[src/rtl/mem_arb_pkg.sv]
// rtl/mem_arb_pkg.sv - shared constants and types for the memory arbiter
package mem_arb_pkg;

    localparam int AW_DEF = 5;
    localparam int DW_DEF = 8;

    typedef enum logic {
        IDLE,
        ACCESS
    } state_t;

    localparam int PORT_FETCH = 0;
    localparam int PORT_LDST  = 1;

endpackage

[src/rtl/rr_arb2.sv]
// rtl/rr_arb2.sv - combinational 2-way round-robin picker with one-hot grant
module rr_arb2
    import mem_arb_pkg::*;
(
    input  logic [1:0] req,
    input  logic       ptr,
    output logic [1:0] grant
);

    // Under contention the pointer names the favoured port; otherwise the lone requester wins.
    always_comb begin
        grant = req;
        if (req == 2'b11) begin
            grant = ptr ? 2'b10 : 2'b01;
        end
    end

endmodule

[src/rtl/mem_arbiter.sv]
// rtl/mem_arbiter.sv - two-port round-robin sequencer for the 32x8 internal memory
// Optional write protection of the low address range: MEM_ARB_WPROT_EN
module mem_arbiter
    import mem_arb_pkg::*;
#(
    parameter int AW = AW_DEF,
    parameter int DW = DW_DEF
`ifdef MEM_ARB_WPROT_EN
    ,
    parameter int WPROT_TOP = 7
`endif
) (
    input  logic          clk,
    input  logic          rst_n,
    input  logic [1:0]    req_i,
    input  logic [1:0]    we_i,
    input  logic [AW-1:0] addr0_i,
    input  logic [AW-1:0] addr1_i,
    input  logic [DW-1:0] wdata0_i,
    input  logic [DW-1:0] wdata1_i,
    output logic [1:0]    ack_o,
    output logic [DW-1:0] rdata_o,
    output logic          mem_read,
    output logic          mem_write,
    output logic [AW-1:0] mem_addr,
    output logic [DW-1:0] mem_data_in,
    input  logic [DW-1:0] mem_data_out
`ifdef MEM_ARB_WPROT_EN
    ,
    output logic [1:0]    err_o
`endif
);

    state_t        state, state_nxt;
    logic          ptr, ptr_nxt;
    logic          winner, winner_nxt;
    logic          sel;
    logic [1:0]    grant;
    logic [1:0]    ack_nxt;
    logic          rd_nxt, wr_nxt;
    logic [AW-1:0] addr_nxt;
    logic [DW-1:0] din_nxt;

`ifdef MEM_ARB_WPROT_EN
    localparam logic [AW-1:0] WPROT_LIM = AW'(WPROT_TOP);
    logic       prot, prot_nxt;
    logic [1:0] err_nxt;
`endif

    rr_arb2 u_rr (
        .req   (req_i),
        .ptr   (ptr),
        .grant (grant)
    );

    assign sel     = (grant == 2'b10);
    assign rdata_o = mem_data_out;

    always_comb begin
        state_nxt  = state;
        ptr_nxt    = ptr;
        winner_nxt = winner;
        rd_nxt     = 1'b0;
        wr_nxt     = 1'b0;
        addr_nxt   = mem_addr;
        din_nxt    = mem_data_in;
        ack_nxt    = '0;
`ifdef MEM_ARB_WPROT_EN
        prot_nxt   = prot;
        err_nxt    = '0;
`endif
        case (state)
            IDLE: begin
                if (|req_i) begin
                    winner_nxt = sel;
                    addr_nxt   = sel ? addr1_i : addr0_i;
                    din_nxt    = sel ? wdata1_i : wdata0_i;
                    rd_nxt     = ~we_i[sel];
                    wr_nxt     = we_i[sel];
`ifdef MEM_ARB_WPROT_EN
                    // A protected write still takes its slot and acks, but never reaches the memory.
                    prot_nxt   = we_i[sel] && (addr_nxt <= WPROT_LIM);
                    if (prot_nxt) begin
                        wr_nxt = 1'b0;
                    end
`endif
                    state_nxt  = ACCESS;
                end
            end
            ACCESS: begin
                ack_nxt[winner] = 1'b1;
                ptr_nxt         = ~winner;
`ifdef MEM_ARB_WPROT_EN
                err_nxt[winner] = prot;
`endif
                state_nxt       = IDLE;
            end
            default: state_nxt = IDLE;
        endcase
    end

    always_ff @(posedge clk) begin
        if (!rst_n) begin
            state       <= IDLE;
            ptr         <= 1'(PORT_FETCH);
            winner      <= 1'(PORT_FETCH);
            mem_read    <= 1'b0;
            mem_write   <= 1'b0;
            mem_addr    <= '0;
            mem_data_in <= '0;
            ack_o       <= '0;
`ifdef MEM_ARB_WPROT_EN
            prot        <= 1'b0;
            err_o       <= '0;
`endif
        end else begin
            state       <= state_nxt;
            ptr         <= ptr_nxt;
            winner      <= winner_nxt;
            mem_read    <= rd_nxt;
            mem_write   <= wr_nxt;
            mem_addr    <= addr_nxt;
            mem_data_in <= din_nxt;
            ack_o       <= ack_nxt;
`ifdef MEM_ARB_WPROT_EN
            prot        <= prot_nxt;
            err_o       <= err_nxt;
`endif
        end
    end

endmodule

[config.mk]
export PLATFORM = sky130hd
export DESIGN_NAME = mem_arbiter
export DESIGN_NICKNAME = d
export VERILOG_FILES = /design/src/rtl/mem_arb_pkg.sv /design/src/rtl/rr_arb2.sv /design/src/rtl/mem_arbiter.sv
export SDC_FILE = /design/constraint.sdc
export NUM_CORES = 1
export LEC_CHECK = 0
export ABC_AREA = 1
export CAP_MARGIN = 20
export CORE_UTILIZATION = 30
export DETAILED_ROUTE_END_ITERATION = 10
export PLACE_DENSITY = 0.76
export SLEW_MARGIN = 5
export SYNTH_ARGS = -nofsm -noshare
export SYNTH_HDL_FRONTEND = slang
export SYNTH_SLANG_ARGS = --single-unit
[constraint.sdc]
create_clock -name clk -period 1.3 [get_ports clk]
set_input_delay 0.39 -clock clk [delete_from_list [all_inputs] [get_ports clk]]
set_output_delay 0.39 -clock clk [all_outputs]
set_load 0.03 [all_outputs]
# ---- Word-level counts from Yosys, hierarchy flattened
# Cells that the tools add are included.
dict set report word_totals {
  ff_bits 20
  input_bits 40
  out_inout_bits 25
  word_cells 33
}
dict set report op_classes {
  order_cmp 3
  eq_ne 2
  muxes 10
  n_bitwise 5
  n_reduce_logical 5
}
# operator count
set op_table {}
lappend op_table {{8-bit 2-to-1 mux} 1}
lappend op_table {{5-bit 2-to-1 mux} 1}
lappend op_table {{1-bit inverter} 5}
lappend op_table {{2-bit == test, second input constant} 2}
lappend op_table {{1-bit by 2-bit < comparator with 1-bit output, second input constant} 2}
lappend op_table {{1-bit 2-to-1 mux} 4}
lappend op_table {{2-bit 2-to-1 mux} 2}
lappend op_table {{2-bit AND reduction} 2}
lappend op_table {{3-bit OR reduction} 1}
lappend op_table {{1-bit case mux with 2 select lines} 1}
lappend op_table {{2-bit OR reduction} 1}
lappend op_table {{1-bit demux with 1-bit select} 1}
lappend op_table {{1-bit greater-or-equal comparator, second input constant} 1}
lappend op_table {{1-bit logical AND} 1}

# ---- Longest topological paths before layout
dict set report logic_depth {
  word_depth 6
  depth_mapped 7
}

# ---- Hierarchy
# From an unflattened synthesis, not the netlist that was laid out.
dict set report hier_totals {
  cells_unflattened 180
  hier_area_um2 1131.1
}
# mod instances cells_per_inst area_each_um2
set modules_own_cells {}
lappend modules_own_cells {mem_arbiter 1 175 1109.8}
lappend modules_own_cells {rr_arb2 1 5 21.3}

# ---- Worst setup path before layout
# OpenSTA, ideal clock, no wires.
dict set report synth_path {
  path_kind {input port to flip-flop}
  start {input port req_i[1]}
  end {register mem_addr[0]}
  arrival_ns 0.974
  setup_slack_ns 0.211
  path_stages 6
  cell_sequence {buf_6 > nor2_4 > nor2_8 > buf_6 > o21ai_1 > nor2_1}
}
dict set report synth_via {
  elab_chain_len 4
  elab_cells_between_ends 6
  cone_classes {2 x eq/ne; 2 x mux; 2 x reduce/logical}
}
# item line
set synth_rtl {}
lappend synth_rtl {{start: declaration} mem_arbiter.sv:15} ;# input logic [1:0] req_i,
lappend synth_rtl {{2-bit == test} rr_arb2.sv:13} ;# if (req == 2'b11) begin
lappend synth_rtl {{2-bit 2-to-1 mux} rr_arb2.sv:13}
lappend synth_rtl {{2-bit == test} mem_arbiter.sv:56} ;# assign sel = (grant == 2'b10);
lappend synth_rtl {{5-bit 2-to-1 mux} mem_arbiter.sv:76} ;# addr_nxt = sel ? addr1_i : addr0_i;
lappend synth_rtl {{end signal: assignment} mem_arbiter.sv:122} ;# mem_addr <= addr_nxt;
lappend synth_rtl {{end: declaration} mem_arbiter.sv:25} ;# output logic [AW-1:0] mem_addr,
# Several ways; a longest one is shown, not always the timed one.
# A chain may end at the register's enable or synchronous reset.

# ---- Worst setup path in the final report
dict set report layout_path {
  start {register mem_data_in[0]}
  end {output port mem_data_in[0]}
}
# item line
set layout_rtl {}
lappend layout_rtl {{start: declaration} mem_arbiter.sv:26} ;# output logic [DW-1:0] mem_data_in,
lappend layout_rtl {{start signal: assignment} mem_arbiter.sv:123} ;# mem_data_in <= din_nxt;
# No word-level cell between the ends.

==> impl_metrics.yaml <==
cts:
  cts_setup_buffers: 0
  clkSinkCount: 20
  deepest_level_of_the_cts_h_tree: 1
  path_clk_slew_ns: 0.11
  clk-insertion-delay-late_ns: 0.29
  ctsRootBufferMaster: "sky130_fd_sc_hd__clkbuf_4"
  clock_buffer_count_from_cts: 3
  cts_tree: "done"
  cts_buffer_depth: 2
cells_and_area:
  synthToLayoutAreaGrowth_pct: 48.9
  fillerInstances: 298
  post_route_cells_drive_above_1_share: 0.183
  mostFrequentLayoutCells: "29 x sky130_fd_sc_hd__clkdlybuf4s50_1, 27 x sky130_fd_sc_hd__nor2_1, 25 x sky130_fd_sc_hd__buf_4"
  layout.area.seq_sq_um: 400
  layout.cells.most_common: "sky130_fd_sc_hd__clkdlybuf4s50_1"
  num_antenna_cells: 0
  multiInputGateArea_sq_um: 468
  final_core_util: 0.481
  final_nets: 222
  fin_cells: 224
pwr:
  internal-power_w: 0.00103
  seq_power_share: 0.466
  combinationalPowerShare: 0.340
  report.power.total_w: 0.00150
  p_leak_nw: 0.698
  clockPowerShare: 0.194
  worst_ir_drop_vdd_v: 0.000536
  switching_share: 0.317
  powerDensity_mw_per_mm2: 998
  switching_power_w: 0.000476
critical_path:
  cpLargestDelayFamily: "flip-flops"
  critPathLaunchType: "register"
  critical_path.slowest_cell: "sky130_fd_sc_hd__dfxtp_1"
  critical_path.max_fanout: 2
  critPathBufInv: 1
  crit_chain: "buf_4"
  worstPathRequired_ns: 0.91
  cp_slowest_stage_delay_ns: 0.36
  critPathCaptureType: "output pin"
  critical_path.startpoint: "mem_data_in[0]$_SDFFE_PN0P_"
  path_class: "register to output pin"
  reg2reg_from: "ptr$_SDFFE_PN0P_"
  worst_ep_arrival_time_ns: 0.82
die:
  start_util: 0.323
  fp-row-count: 20
  design.portCount: 65
  fp.dieH_um: 60.0
  placeableCoreArea_sq_mm: 0.00313
  fp.dieW_um: 60.0
  floorplan.die_area_sq_mm: 0.00360
global_routing:
  grt_first_pass_wirelength_um: 3830
  grt_start_max_net_pins: 18
  antenna_found_initial: 0
  gr-usage-all-layers: 0.142
  remaining_global_route_overflow: 0
  grt_pass1_vias: 913
drt:
  viasPerCell: 4.46
  post-route-drc-count: 0
  per_cell_routed_wire_length_um: 10.5
  final_antenna_net_count: 0
  detail_route.iter0.violations: 55
  via_count: 999
  drt_pass1_iterations: 4
  route.final.wire_length_um: 2350
run_status:
  status: "finished clean"
yosys:
  ys_ff_latch: 20
  netlist_instances: 135
  register_area_share_after_synthesis: 0.397
  syn-mean-instance-area_sq_um: 7.48
  yosysWarnings: 0
  synthesis.nets: 175
  synthesis.area_sq_mm: 0.00101
  count_of_cell_types_in_the_netlist: 17
placed_design:
  dpl.cell_count: 221
  place.gp.congestion: 0.816
  io_buffers: 48
  hpwlAfterDp_um: 1790
sta:
  grt_setup_unrepaired: "false"
  setup_viol_count_final: 0
  final_worst_path_cycle_share: 0.934
  final.setup_skew_ns: 0.00384
  fin_worst_hold_slack_ns: 0.454
  final-max-slew-violation-count: 0
  totalNegativeSetupSlack_ns: 0
  timing.final.hold_violations: 0
  slew_headroom: 0.824
  worstMarginPinSlew_ns: 0.263
  timing.fmax_ghz: 0.824
  period_minus_slack_ns: 1.21
min_path:
  hold_path.class: "register to register"
  min_from: "winner$_SDFFE_PN0P_"
run:
  drv_cap: 0
## synth_stat cells
master                      n  area share
sky130_fd_sc_hd__a21boi_0   6       0.045
sky130_fd_sc_hd__a21boi_1   6       0.045
sky130_fd_sc_hd__a21oi_1    1      0.0050
sky130_fd_sc_hd__buf_2      2      0.0099
sky130_fd_sc_hd__buf_4      9       0.067
sky130_fd_sc_hd__buf_6      4       0.045
sky130_fd_sc_hd__clkbuf_1   1      0.0037
sky130_fd_sc_hd__dfxtp_1   20        0.40
sky130_fd_sc_hd__inv_1      4       0.015
sky130_fd_sc_hd__nand2_1   23       0.085
sky130_fd_sc_hd__nand2_2    1      0.0062
sky130_fd_sc_hd__nand3_1   15       0.074
sky130_fd_sc_hd__nor2_1    27        0.10
sky130_fd_sc_hd__nor2_4     1       0.011
sky130_fd_sc_hd__nor2_8     1       0.020
sky130_fd_sc_hd__o21ai_1   12       0.059
sky130_fd_sc_hd__o22ai_1    2       0.012
## metal layers
layer	part of all wire	vias up	GRT usage
met3	0.092	2	0.0541
met1	0.46	420	0.176
li1	-	528	-
met2	0.44	49	0.232
met4	0.0034	0	0.0365
met5	0	-	0
## registers in the layout, summed over array words and instances (netlist names)
signal       cells
mem_data_in      8
mem_addr         5
ack_o            2
mem_read         1
mem_write        1
ptr              1
state            1
winner           1
## power by group through the flow
stage | logic, W | clock network, W | registers, W
CTS | 0.000514 | 0.000304 | 0.000701
finish | 0.000510 | 0.000291 | 0.000700
detailed placement | 0.000511 | 0 | 0.000714
global route | 0.000557 | 0.000337 | 0.000707
global placement | 0.000509 | 0 | 0.000713
floorplan | 0.000240 | 0 | 0.000804
## final cells by class
class / instances / area share
timing repair buffer: 58 / 0.361
multi-input combinational: 95 / 0.311
sequential: 20 / 0.266
tap: 44 / 0.0366
clock buffer: 3 / 0.0150
inverter: 4 / 0.00998
## final timing paths
check	to	slack, ns	cells past startpoint
min reg2reg	ack_o[0]$_SDFF_PN0_	0.45	1
max	mem_data_in[0]	0.09	1
max reg2reg	mem_data_in[3]$_SDFFE_PN0P_	0.28	6
min	ack_o[0]$_SDFF_PN0_	0.45	1
## cells by family (layout without fill, tap and decap cells)
| kind of cell | Yosys count | count (layout) | share of synthesized area |
|---|---|---|---|
| AOI/OAI and AO/OA | 27 | 27 | 0.166 |
| buffers and inverters | 20 | 65 | 0.140 |
| DFF | 20 | 20 | 0.397 |
| and+or+nand+nor | 68 | 68 | 0.297 |
## repair_timing
item | in CTS | in global routing
setup endpoints to repair | 0 | 13
resized for setup | 0 | 2
hold buffers | 0 | 0
## metrics by stage
stage                     worst slack, ns  cell area [sq um]
after global placement             -0.292               1480
after detailed placement           -0.302               1480
after global routing               0.0221               1500
after CTS                          0.0179               1500
after floorplan                     0.211               1010
final                              0.0862               1500
(Power assumes the default switching activity.)
